`src/rtl/send_pkg.sv`:
```
// send_pkg: shared widths, header field layout and enums for the packet
// sender and the matching receive checker.
`ifndef DATA_WIDTH
`define DATA_WIDTH 32
`endif
`ifndef PORT_NUB_TOTAL
`define PORT_NUB_TOTAL 8
`endif
`ifndef DATA_LENGTH_MAX
`define DATA_LENGTH_MAX 16
`endif
`ifndef PRIORITY
`define PRIORITY 4
`endif

package send_pkg;

  localparam int DEF_DATA_WIDTH      = `DATA_WIDTH;
  localparam int DEF_PORT_NUB_TOTAL  = `PORT_NUB_TOTAL;
  localparam int DEF_DATA_LENGTH_MAX = `DATA_LENGTH_MAX;
  localparam int DEF_PRIORITY        = `PRIORITY;

  localparam int W_SEL = $clog2(DEF_PORT_NUB_TOTAL);
  localparam int W_PRI = $clog2(DEF_PRIORITY);
  localparam int W_LEN = $clog2(DEF_DATA_LENGTH_MAX);
  localparam int SEQ_W = 8;

  // Header layout from the LSB: dest, priority, length, src, seq[7:0]
  localparam int OFF_DEST = 0;
  localparam int OFF_PRI  = OFF_DEST + W_SEL;
  localparam int OFF_LEN  = OFF_PRI + W_PRI;
  localparam int OFF_SRC  = OFF_LEN + W_LEN;
  localparam int OFF_SEQ  = OFF_SRC + W_SEL;

  typedef enum logic [1:0] {
    MODE_SINGLE     = 2'd0,
    MODE_CONT       = 2'd1,
    MODE_COUNTED    = 2'd2,
    MODE_SINGLE_ALT = 2'd3
  } send_mode_e;

  typedef enum logic [1:0] {
    ST_IDLE = 2'd0,
    ST_HEAD = 2'd1,
    ST_BODY = 2'd2,
    ST_GAP  = 2'd3
  } send_state_e;

endpackage

```
`src/rtl/send_pace_timer.sv`:
```
// send_pace_timer: counts cycles since the last header transfer and flags
// when a new header may be presented on the next cycle.
module send_pace_timer (
  input  logic        clk,
  input  logic        rst,
  input  logic        restart,
  input  logic [19:0] send_cycle,
  output logic        due
);

  logic [19:0] cnt_reg, cnt_next;
  logic [20:0] elapsed;

  // Count restarts at the sop transfer and saturates instead of wrapping
  always_comb begin
    cnt_next = cnt_reg;
    if (restart) begin
      cnt_next = 20'd1;
    end else if (cnt_reg != 20'hFFFFF) begin
      cnt_next = cnt_reg + 20'd1;
    end
  end

  // Elapsed count as of the next cycle; a same-cycle restart counts as zero so
  // header-only packets pace correctly
  always_comb begin
    elapsed = restart ? 21'd1 : ({1'b0, cnt_reg} + 21'd1);
    due     = (elapsed >= {1'b0, send_cycle});
  end

  // Counter register
  always_ff @(posedge clk) begin
    if (rst) begin
      cnt_reg <= '0;
    end else begin
      cnt_reg <= cnt_next;
    end
  end

endmodule

```
`src/rtl/send_gen.sv`:
```
// send_gen: packet source for one switch ingress port. Emits a header beat
// followed by payload beats on a sop/eop/vld bus with wr_rdy backpressure.
// Optional feature macro: SEND_DEST_SWEEP_EN (destination advances after
// every packet, skipping TX_PORT).
// The priority field port is named prio because priority is a reserved word.
module send_gen
  import send_pkg::*;
#(
  parameter int TX_PORT         = 0,
  parameter int DATA_WIDTH      = DEF_DATA_WIDTH,
  parameter int PORT_NUB_TOTAL  = DEF_PORT_NUB_TOTAL,
  parameter int DATA_LENGTH_MAX = DEF_DATA_LENGTH_MAX,
  parameter int PRIORITY        = DEF_PRIORITY
) (
  input  logic                               clk,
  input  logic                               rst,
  input  logic                               start,
  input  logic [1:0]                         mode,
  input  logic [15:0]                        pkt_count,
  input  logic [19:0]                        send_cycle,
  input  logic [$clog2(PORT_NUB_TOTAL)-1:0]  dest,
  input  logic [$clog2(PRIORITY)-1:0]        prio,
  input  logic [$clog2(DATA_LENGTH_MAX)-1:0] length,
  output logic                               ready,
  output logic                               done,
  input  logic                               wr_rdy,
  output logic                               wr_vld,
  output logic                               wr_sop,
  output logic                               wr_eop,
  output logic [DATA_WIDTH-1:0]              wr_data,
  output logic [15:0]                        pkt_sent
);

  localparam int SEL_W   = $clog2(PORT_NUB_TOTAL);
  localparam int PRI_W   = $clog2(PRIORITY);
  localparam int LEN_W   = $clog2(DATA_LENGTH_MAX);
  localparam int HDR_PRI = SEL_W;
  localparam int HDR_LEN = HDR_PRI + PRI_W;
  localparam int HDR_SRC = HDR_LEN + LEN_W;
  localparam int HDR_SEQ = HDR_SRC + SEL_W;
  localparam logic [LEN_W-1:0] LEN_ONE = LEN_W'(1);

  send_state_e      state_reg, state_next;
  send_mode_e       mode_reg;
  logic [15:0]      remain_reg;
  logic [19:0]      cycle_reg;
  logic [SEL_W-1:0] dest_reg;
  logic [PRI_W-1:0] prio_reg;
  logic [LEN_W-1:0] len_reg, beat_reg;
  logic [SEQ_W-1:0] seq_reg;
  logic [15:0]      sent_reg;
  logic             done_reg, done_next, armed_reg;
  logic             launch, zero_run, beat_vld, last_beat;
  logic             xfer, sop_xfer, eop_xfer, carry_on, pace_due;
  logic [DATA_WIDTH-1:0] hdr_data, body_data;

`ifdef SEND_DEST_SWEEP_EN
  function automatic logic [SEL_W-1:0] dest_step(input logic [SEL_W-1:0] d);
    logic [SEL_W-1:0] n;
    n = (int'(d) + 1 >= PORT_NUB_TOTAL) ? '0 : d + SEL_W'(1);
    if (int'(n) == TX_PORT) begin
      n = (int'(n) + 1 >= PORT_NUB_TOTAL) ? '0 : n + SEL_W'(1);
    end
    return n;
  endfunction
`endif

  send_pace_timer u_pace (
    .clk        (clk),
    .rst        (rst),
    .restart    (sop_xfer),
    .send_cycle (cycle_reg),
    .due        (pace_due)
  );

  // Handshake qualifiers and the continue/stop decision used at eop
  always_comb begin
    launch    = (state_reg == ST_IDLE) && start && armed_reg;
    zero_run  = (mode == MODE_COUNTED) && (pkt_count == 16'd0);
    beat_vld  = (state_reg == ST_HEAD) || (state_reg == ST_BODY);
    last_beat = (state_reg == ST_HEAD) ? (len_reg == '0) : (beat_reg == len_reg - LEN_ONE);
    xfer      = beat_vld && wr_rdy;
    sop_xfer  = xfer && (state_reg == ST_HEAD);
    eop_xfer  = xfer && last_beat;
    case (mode_reg)
      MODE_CONT:    carry_on = start;
      MODE_COUNTED: carry_on = (remain_reg != 16'd1);
      default:      carry_on = 1'b0;
    endcase
  end

  // Next-state logic; done is raised on the transition back to IDLE
  always_comb begin
    state_next = state_reg;
    done_next  = 1'b0;
    case (state_reg)
      ST_IDLE: begin
        if (launch) begin
          if (zero_run) done_next = 1'b1;
          else          state_next = ST_HEAD;
        end
      end
      ST_HEAD, ST_BODY: begin
        if (eop_xfer) begin
          if (!carry_on) begin
            state_next = ST_IDLE;
            done_next  = 1'b1;
          end else if (pace_due) begin
            state_next = ST_HEAD;
          end else begin
            state_next = ST_GAP;
          end
        end else if (sop_xfer) begin
          state_next = ST_BODY;
        end
      end
      ST_GAP: begin
        if (pace_due) state_next = ST_HEAD;
      end
      default: state_next = ST_IDLE;
    endcase
  end

  // FSM state and done pulse registers
  always_ff @(posedge clk) begin
    if (rst) begin
      state_reg <= ST_IDLE;
      done_reg  <= 1'b0;
    end else begin
      state_reg <= state_next;
      done_reg  <= done_next;
    end
  end

  // Run configuration latch, beat index, sequence and packet counters
  always_ff @(posedge clk) begin
    if (rst) begin
      armed_reg  <= 1'b0;
      mode_reg   <= MODE_SINGLE;
      remain_reg <= '0;
      cycle_reg  <= '0;
      dest_reg   <= '0;
      prio_reg   <= '0;
      len_reg    <= '0;
      beat_reg   <= '0;
      seq_reg    <= '0;
      sent_reg   <= '0;
    end else begin
      // A new run needs start seen low in IDLE first, so a held start never retriggers
      if ((state_reg == ST_IDLE) && !start) armed_reg <= 1'b1;
      else if (launch)                       armed_reg <= 1'b0;
      if (launch) begin
        mode_reg   <= send_mode_e'(mode);
        remain_reg <= pkt_count;
        cycle_reg  <= send_cycle;
        dest_reg   <= dest;
        prio_reg   <= prio;
        len_reg    <= length;
      end
      if (sop_xfer)                            beat_reg <= '0;
      else if (xfer && (state_reg == ST_BODY)) beat_reg <= beat_reg + LEN_ONE;
      if (eop_xfer) begin
        seq_reg    <= seq_reg + 8'd1;
        sent_reg   <= sent_reg + 16'd1;
        remain_reg <= remain_reg - 16'd1;
`ifdef SEND_DEST_SWEEP_EN
        dest_reg   <= dest_step(dest_reg);
`endif
      end
    end
  end

  // Beat formatting; outputs derive only from registers so they hold while stalled
  always_comb begin
    hdr_data = '0;
    hdr_data[0 +: SEL_W]       = dest_reg;
    hdr_data[HDR_PRI +: PRI_W] = prio_reg;
    hdr_data[HDR_LEN +: LEN_W] = len_reg;
    hdr_data[HDR_SRC +: SEL_W] = SEL_W'(TX_PORT);
    hdr_data[HDR_SEQ +: SEQ_W] = seq_reg;
    body_data = DATA_WIDTH'(beat_reg) ^ {seq_reg, {(DATA_WIDTH-SEQ_W){1'b0}}};
    ready    = (state_reg == ST_IDLE);
    done     = done_reg;
    wr_vld   = beat_vld;
    wr_sop   = (state_reg == ST_HEAD);
    wr_eop   = beat_vld && last_beat;
    wr_data  = (state_reg == ST_HEAD) ? hdr_data :
               (state_reg == ST_BODY) ? body_data : '0;
    pkt_sent = sent_reg;
  end

endmodule
```
`config.mk`:
```
export PLATFORM = sky130hd
export DESIGN_NAME = send_gen
export DESIGN_NICKNAME = d
export VERILOG_FILES = /design/src/rtl/send_pkg.sv /design/src/rtl/send_pace_timer.sv /design/src/rtl/send_gen.sv
export SDC_FILE = /design/constraint.sdc
export NUM_CORES = 1
export LEC_CHECK = 0
export CAP_MARGIN = 40
export CORE_ASPECT_RATIO = 1.75
export CORE_MARGIN = 2
export CORE_UTILIZATION = 57
export DETAILED_ROUTE_END_ITERATION = 8
export PLACE_DENSITY = 0.93
export RECOVER_POWER = 100
export SYNTH_ARGS = -nofsm -noshare
export SYNTH_HDL_FRONTEND = slang
export SYNTH_SLANG_ARGS = --single-unit
```
`constraint.sdc`:
```
create_clock -name clk -period 9.13 [get_ports clk]
set_input_delay 2.739 -clock clk [delete_from_list [all_inputs] [get_ports clk]]
set_output_delay 2.739 -clock clk [all_outputs]
set_load 0.02 [all_outputs]
```
==> summary.md <==
| Metric | Value |
|---|---|
| Outcome | finished, violations left |
| Failing checks | max-capacitance violations, max-slew violations |
| Critical Path Slowest Stage Cell | clkbuf_1 |
| Mapped Cells | 693 |
| Seq/Total Area, Yosys | 36.0% |
| Arr. time, crit path | 6.28 ns |
| Hold Vio Cnt, Final | 0 |
| Setup repair after global routing missed its margin | false |
| Vias per Instance | 5.95 |
| Routed wire length | 15000 um |
| Worst hold path type | register to register |
| Worst skew pair latency | 0.35 ns |
| Post-DP HPWL | 10900 um |
| Initial antenna violation count | 0 |
| Max FO, Critical Path | 78 |
| GRT Total Usage | 29.2% |
| Pin count of the biggest net entering global routing | 79 |
| Yosys warning total | 0 |
| Max Clk Rate | 164 MHz |
| Avg Inst Size Synth | 7.94 um2 |
| ANT cells | 0 |
| Register area | 0.00198 mm2 |
| Top cells by count, synth | nand2_1 (107), dfxtp_1 (99), a21oi_1 (69), nor2_1 (64), ha_1 (35) |
| #FFs+latches synth | 99 |
| Core area | 0.00941 mm2 |
| Avg WL per Cell | 16.7 um |
| Worst path cell trace | buf_2 -> clkbuf_1 -> nand2b_1 -> a21oi_1 |
| CTS Sinks | 99 |
| Yosys top cell by area | dfxtp_1 |
| Clock Skews | 0.00905 ns |
| Setup Buffers After CTS | 0 |
| Root buf cell | clkbuf_16 |
| Global-route wire length before repair | 24700 um |
| CTS Buf Count | 9 |
| Multi-input logic area | 0.00322 mm2 |
| Max Cap Viol | 1 |
| Tot Pwr | 0.00125 W |
| Synth top area share | 36.0% |
| Period utilisation layout | 66.8% |
| Routability cong. | 0.955 |
| Slew margin rel. | -128% |
| Grt ovf | 0 |
| CP endpoint kind | register |
| Layout cells sized above 1 | 3.60% |
| CP max stage delay | 2.39 ns |
| Filler cell count | 706 |
| Top cells by area, synth | dfxtp_1 (36%), ha_1 (8.0%), nand2_1 (7.3%), a21oi_1 (6.3%), nor2_1 (4.4%) |
| Cell total after placement | 883 |
| Ys async rst share | 0% |
| Power per cell area | 184 mW/mm2 |
| Fin Hold WS | 0.461 ns |
| Fin Setup TNS | 0 ns |
| Count leader, synth | nand2_1 |
| Post-Syn Area | 0.00550 mm2 |
| Critical Path RT | 9.32 ns |
| Minimum clock period | 6.10 ns |
| Via Count | 5351 |
| DRC | 0 |
| Chip height | 134 um |
| Netlist cell types | 58 |
| Clock-pin slew on the worst setup and hold paths | 0.07 ns |
| CP startpoint kind | input port |
| Post-CTS Hold Fix Bufs | 0 |
| Die area | 0.0105 mm2 |
| CTS tree | yes |
| Leak | 2.61 nW |
| Final core utilization | 72.0% |
| Kind of critical path | input port to register |
| Slew of the pin with the lowest slew margin | 3.42 ns |
| CTS max path bufs | 2 |
| DR iter-0 viols | 388 |
| Cts repair resizes | 0 |
| Routed Antenna Nets | 0 |
| Peak VDD IR | 0.153 mV |
| Total I/O pin count | 104 |
| Initial core utilization | 58.5% |
| Area grow syn2layout | 23.2% |
| Vias in the first global route | 5370 |
| EDFF count, synth | 0 |
| Final Non-Filler Cells | 899 |
| Pre-Repair DR Iteration Count | 5 |
| Fin. max-slew vios | 79 |
| NumNets Final | 858 |
| H-tree depth | 3 |
| IO buf count | 96 |
| Primary FF master, synth | dfxtp_1 |
| Std-Cell Rows | 47 |
| Final setup vio count | 0 |
| Die Wd | 78.3 um |
[routing by layer]
metal | up-vias | GRT usage (%) | wire [um] | part of all wire [%]
met4 | 0 | 15.9 | 733 | 4.9
met2 | 250 | 54.5 | 8030 | 53
li1 | 2551 | - | - | -
met5 | - | 0 | 0 | 0
met3 | 59 | 4.91 | 861 | 5.7
met1 | 2491 | 30.4 | 5400 | 36
[power by group]
part / internal, W / switching [W]
sequential: 0.000468 / 0.0000331
combinational: 0.000134 / 0.000222
clock: 0.000227 / 0.000163
[through the flow]
stage                     area, um2  worst slack [ns]
after global routing           6780              2.77
after detailed placement       6490              3.32
after global placement         6470              3.50
final                          6780              3.03
after CTS                      6790              3.66
after floorplan                5530              4.09
[final cells by class]
class / instances / share of cell area, %
clock buffers: 12 / 3.78
clock inverters: 4 / 0.720
inverters: 33 / 1.83
multi-input cells: 528 / 47.5
flip-flops and latches: 99 / 29.2
well taps: 122 / 2.25
repair buffers: 101 / 14.7
[worst max-delay path, delay by kind of cell]
kind	cells	cell delay (ns)
buffers and inverters	2	2.46
AO/OA/AOI/OAI	1	0.11
AND/OR/NAND/NOR	1	0.90
[path summary, 6_finish.rpt]
check | startpoint | end | slack, ns | cells after the start
worst max-delay path | rst | u_pace.cnt_reg[2]$_SDFFE_PP0P_ | 3.03 | 4
worst min-delay path | cycle_reg[11]$_SDFFE_PP0P_ | cycle_reg[11]$_SDFFE_PP0P_ | 0.46 | 2
worst max register to register | state_reg[1]$_SDFFE_PP0P_ | state_reg[0]$_SDFFE_PP0P_ | 4.97 | 11
worst min register to register | cycle_reg[11]$_SDFFE_PP0P_ | cycle_reg[11]$_SDFFE_PP0P_ | 0.46 | 2
[cell usage in the layout, fill, tap and decap left out, drive strengths merged, types with 2 or more instances in the layout]
| cell type | n |
|---|---|
| nand2 | 108 |
| dfxtp | 99 |
| a21oi | 69 |
| nor2 | 65 |
| clkdlybuf4s50 | 50 |
| dlygate4sd3 | 45 |
| ha | 35 |
| inv | 33 |
| and2 | 29 |
| xor2 | 27 |
| nand3 | 24 |
| nand4 | 23 |
| xnor2 | 18 |
| o21ai | 15 |
| nor3 | 13 |
| clkbuf | 13 |
| nor4 | 12 |
| or3 | 8 |
| and3 | 7 |
| a211oi | 7 |
| conb | 7 |
| or4 | 7 |
| a31oi | 7 |
| mux2i | 6 |
| and4 | 5 |
| o211ai | 5 |
| o311ai | 5 |
| buf | 5 |
| clkinv | 3 |
| a31o | 2 |
| nand2b | 2 |
| a221oi | 2 |
| o21bai | 2 |
| a22oi | 2 |
[cells by family after synthesis]
family | after synthesis | share of synthesized area [%]
AOI/OAI and AO/OA | 126 | 13.8
adders and majority gates | 35 | 7.96
xor gates and xnor gates | 46 | 7.59
other | 1 | 0.0681
buffers and inverters | 72 | 5.87
DFF | 99 | 36.0
muxes | 6 | 1.09
and+or+nand+nor | 308 | 27.6
Power figures use the tool's default switching activity.
==> patch (same flow settings) <==
Change the macro `DATA_WIDTH` from 32 to 24.
--- a/src/rtl/send_pkg.sv
+++ b/src/rtl/send_pkg.sv
@@ -2,5 +2,5 @@
 // sender and the matching receive checker.
 `ifndef DATA_WIDTH
-`define DATA_WIDTH 32
+`define DATA_WIDTH 24
 `endif
 `ifndef PORT_NUB_TOTAL
Ports: changed (resized wr_data); port bits go from 104 to 96. The function was not compared with the original's and may differ.
==> patch against the unedited design <==
The run still ends with max-capacitance violations, max-slew violations left; synthesized area is 0.48% lower; power is 6.6% higher; utilization is essentially flat; worst setup slack worse by 0.092 ns; design area about the same; wire length is 6.9% higher; sequential cell count unchanged; die area down 0.46%.
==> patch: results (changes against the unedited design) <==
** Outcome
- Status :: finished with violations (unchanged)
- Failing checks: max-capacitance violations, max-slew violations (unchanged).

** Drt
- Detailed Route Iter0 Violations :: 425 (was 388)
- Final routed wirelength across all metal layers :: 16070 um (was 15030 um)
- The number of vias after detailed routing came to 5641 (was 5351).
- First-pass iteration count of the detailed router :: 7 (was 5)

** Critical path
- The arrival time of data at the critical path endpoint came to 6.39 ns (was 6.28 ns).
- Maximum fanout count along the critical path :: 80 (was 78)
- Worst stage delay on the critical path :: 2.46 ns (was 2.39 ns)

** Power
- The maximum VDD drop was 150.7 uV (was 152.8 uV).
- The leakage power total is 2.533 nW (was 2.615 nW).

** Flow run
- Max_cap viols :: 1 (unchanged)

** CTS
- Post-CTS setup buffers :: 0 (unchanged)

** STA
- Measured slew at the worst slew-check pin :: 3.520 ns (was 3.415 ns)
- Max-slew violation count :: 81 (was 79)
- Worst-case clock skew :: 0.005838 ns (was 0.009046 ns)

** Placed design
- The post-detailed-placement half-perimeter wirelength was 11430 um (was 10950 um).
- The total of buffers placed on input and output ports was 92 (was 96).
- The global placer's final weighted congestion was 0.8830 (was 0.9546).

** Logic synthesis
- Largest cells by area after synthesis :: dfxtp_1, ha_1, nand2_1, a21oi_1, nor2_1 (unchanged)
- Most frequent cells after synthesis :: nand2_1, dfxtp_1, a21oi_1 (unchanged)
- Post-synthesis sequential area ratio :: 0.3619 (was 0.3602)
- The number of library cell types mapped by synthesis is 60 (was 58).

** GRT
- The overall track demand over capacity in global routing was 0.3060 (was 0.2922).
- Maximum number of pins on one net before global-route repair :: 81 (was 79)
- The number of antenna violations at the first check in global routing was 0 (unchanged).
- Number of global-route vias before repair :: 5694 (was 5370)
- The global-route wire length before repair was 25620 um (was 24700 um).

** Finish
- The proportion of layout cells with a drive suffix above 1 is 0.04365 (was 0.03604).
- The number of inserted diodes came to 0 (unchanged).
## patch: per-stage QoR
stage / area (um2) / utilization / hold WS [ns] / setup slack (ns) / std cells
2_1_floorplan: 5484 / - / 0.4317 / 4.015 / 699
3_3_place_gp: 6449 / 0.6854 / 0.4397 / 3.211 / 884
3_5_place_dp: 6479 / 0.6886 / 0.4506 / 3.501 / 887
4_1_cts: 6784 / 0.7210 / 0.4597 / 3.708 / 901
5_1_grt: 6780 / 0.7206 / 0.4784 / 2.649 / 901
6_report: 6780 / 0.7206 / 0.4587 / 2.940 / 901
## patch: path summary, 6_finish.rpt
check / startpoint / endpoint / slack (ns) / depth (start not counted)
setup reg to reg: u_pace.cnt_reg[0]$_SDFFE_PP0P_ / state_reg[0]$_SDFFE_PP0P_ / 5.07 / 14
setup / recovery: rst / u_pace.cnt_reg[18]$_SDFFE_PP0P_ / 2.94 / 4
hold reg to reg: cycle_reg[8]$_SDFFE_PP0P_ / cycle_reg[8]$_SDFFE_PP0P_ / 0.46 / 2
hold / removal: cycle_reg[8]$_SDFFE_PP0P_ / cycle_reg[8]$_SDFFE_PP0P_ / 0.46 / 2
## patch: kinds of logic after synthesis
kind of cell | after synthesis | synth area share
and+or+nand+nor | 291 | 0.2554
AOI/OAI and AO/OA | 154 | 0.1755
DFF | 99 | 0.3619
buffers and inverters | 72 | 0.05186
xor gates and xnor gates | 44 | 0.07288
adders and majority gates | 35 | 0.07996
other | 1 | 0.0006847
muxes | 1 | 0.001828
## patch: power breakdown
part	switching, W	leakage, nW	internal (W)
sequential	0.0000356	0.801	0.000471
clock	0.000167	0.143	0.000237
combinational	0.000257	1.59	0.000162
## patch: area by class of cell
cell class | instances | area [um2] | area share
Clock buffer | 9 | 225.2 | 0.03322
Clock inverter | 5 | 80.08 | 0.01181
Inverter | 38 | 142.6 | 0.02104
Multi-Input combinational cell | 528 | 3218 | 0.4746
Sequential cell | 99 | 1982 | 0.2923
Tap cell | 122 | 152.6 | 0.02251
Timing Repair Buffer | 100 | 979.7 | 0.1445
## patch: metal layers
metal | global-route usage | vias up | share of wire
met2 | 0.5651 | 288 | 0.55
met3 | 0.06572 | 86 | 0.060
met4 | 0.2115 | 0 | 0.060
li1 | - | 2575 | -
met1 | 0.2938 | 2692 | 0.33
met5 | 0 | - | 0
## patch: worst min-delay path, stage by stage, from the launching register on
cell and delay [ns]:
dfxtp_1 0.31, nand2_1 0.05, a21oi_1 0.05
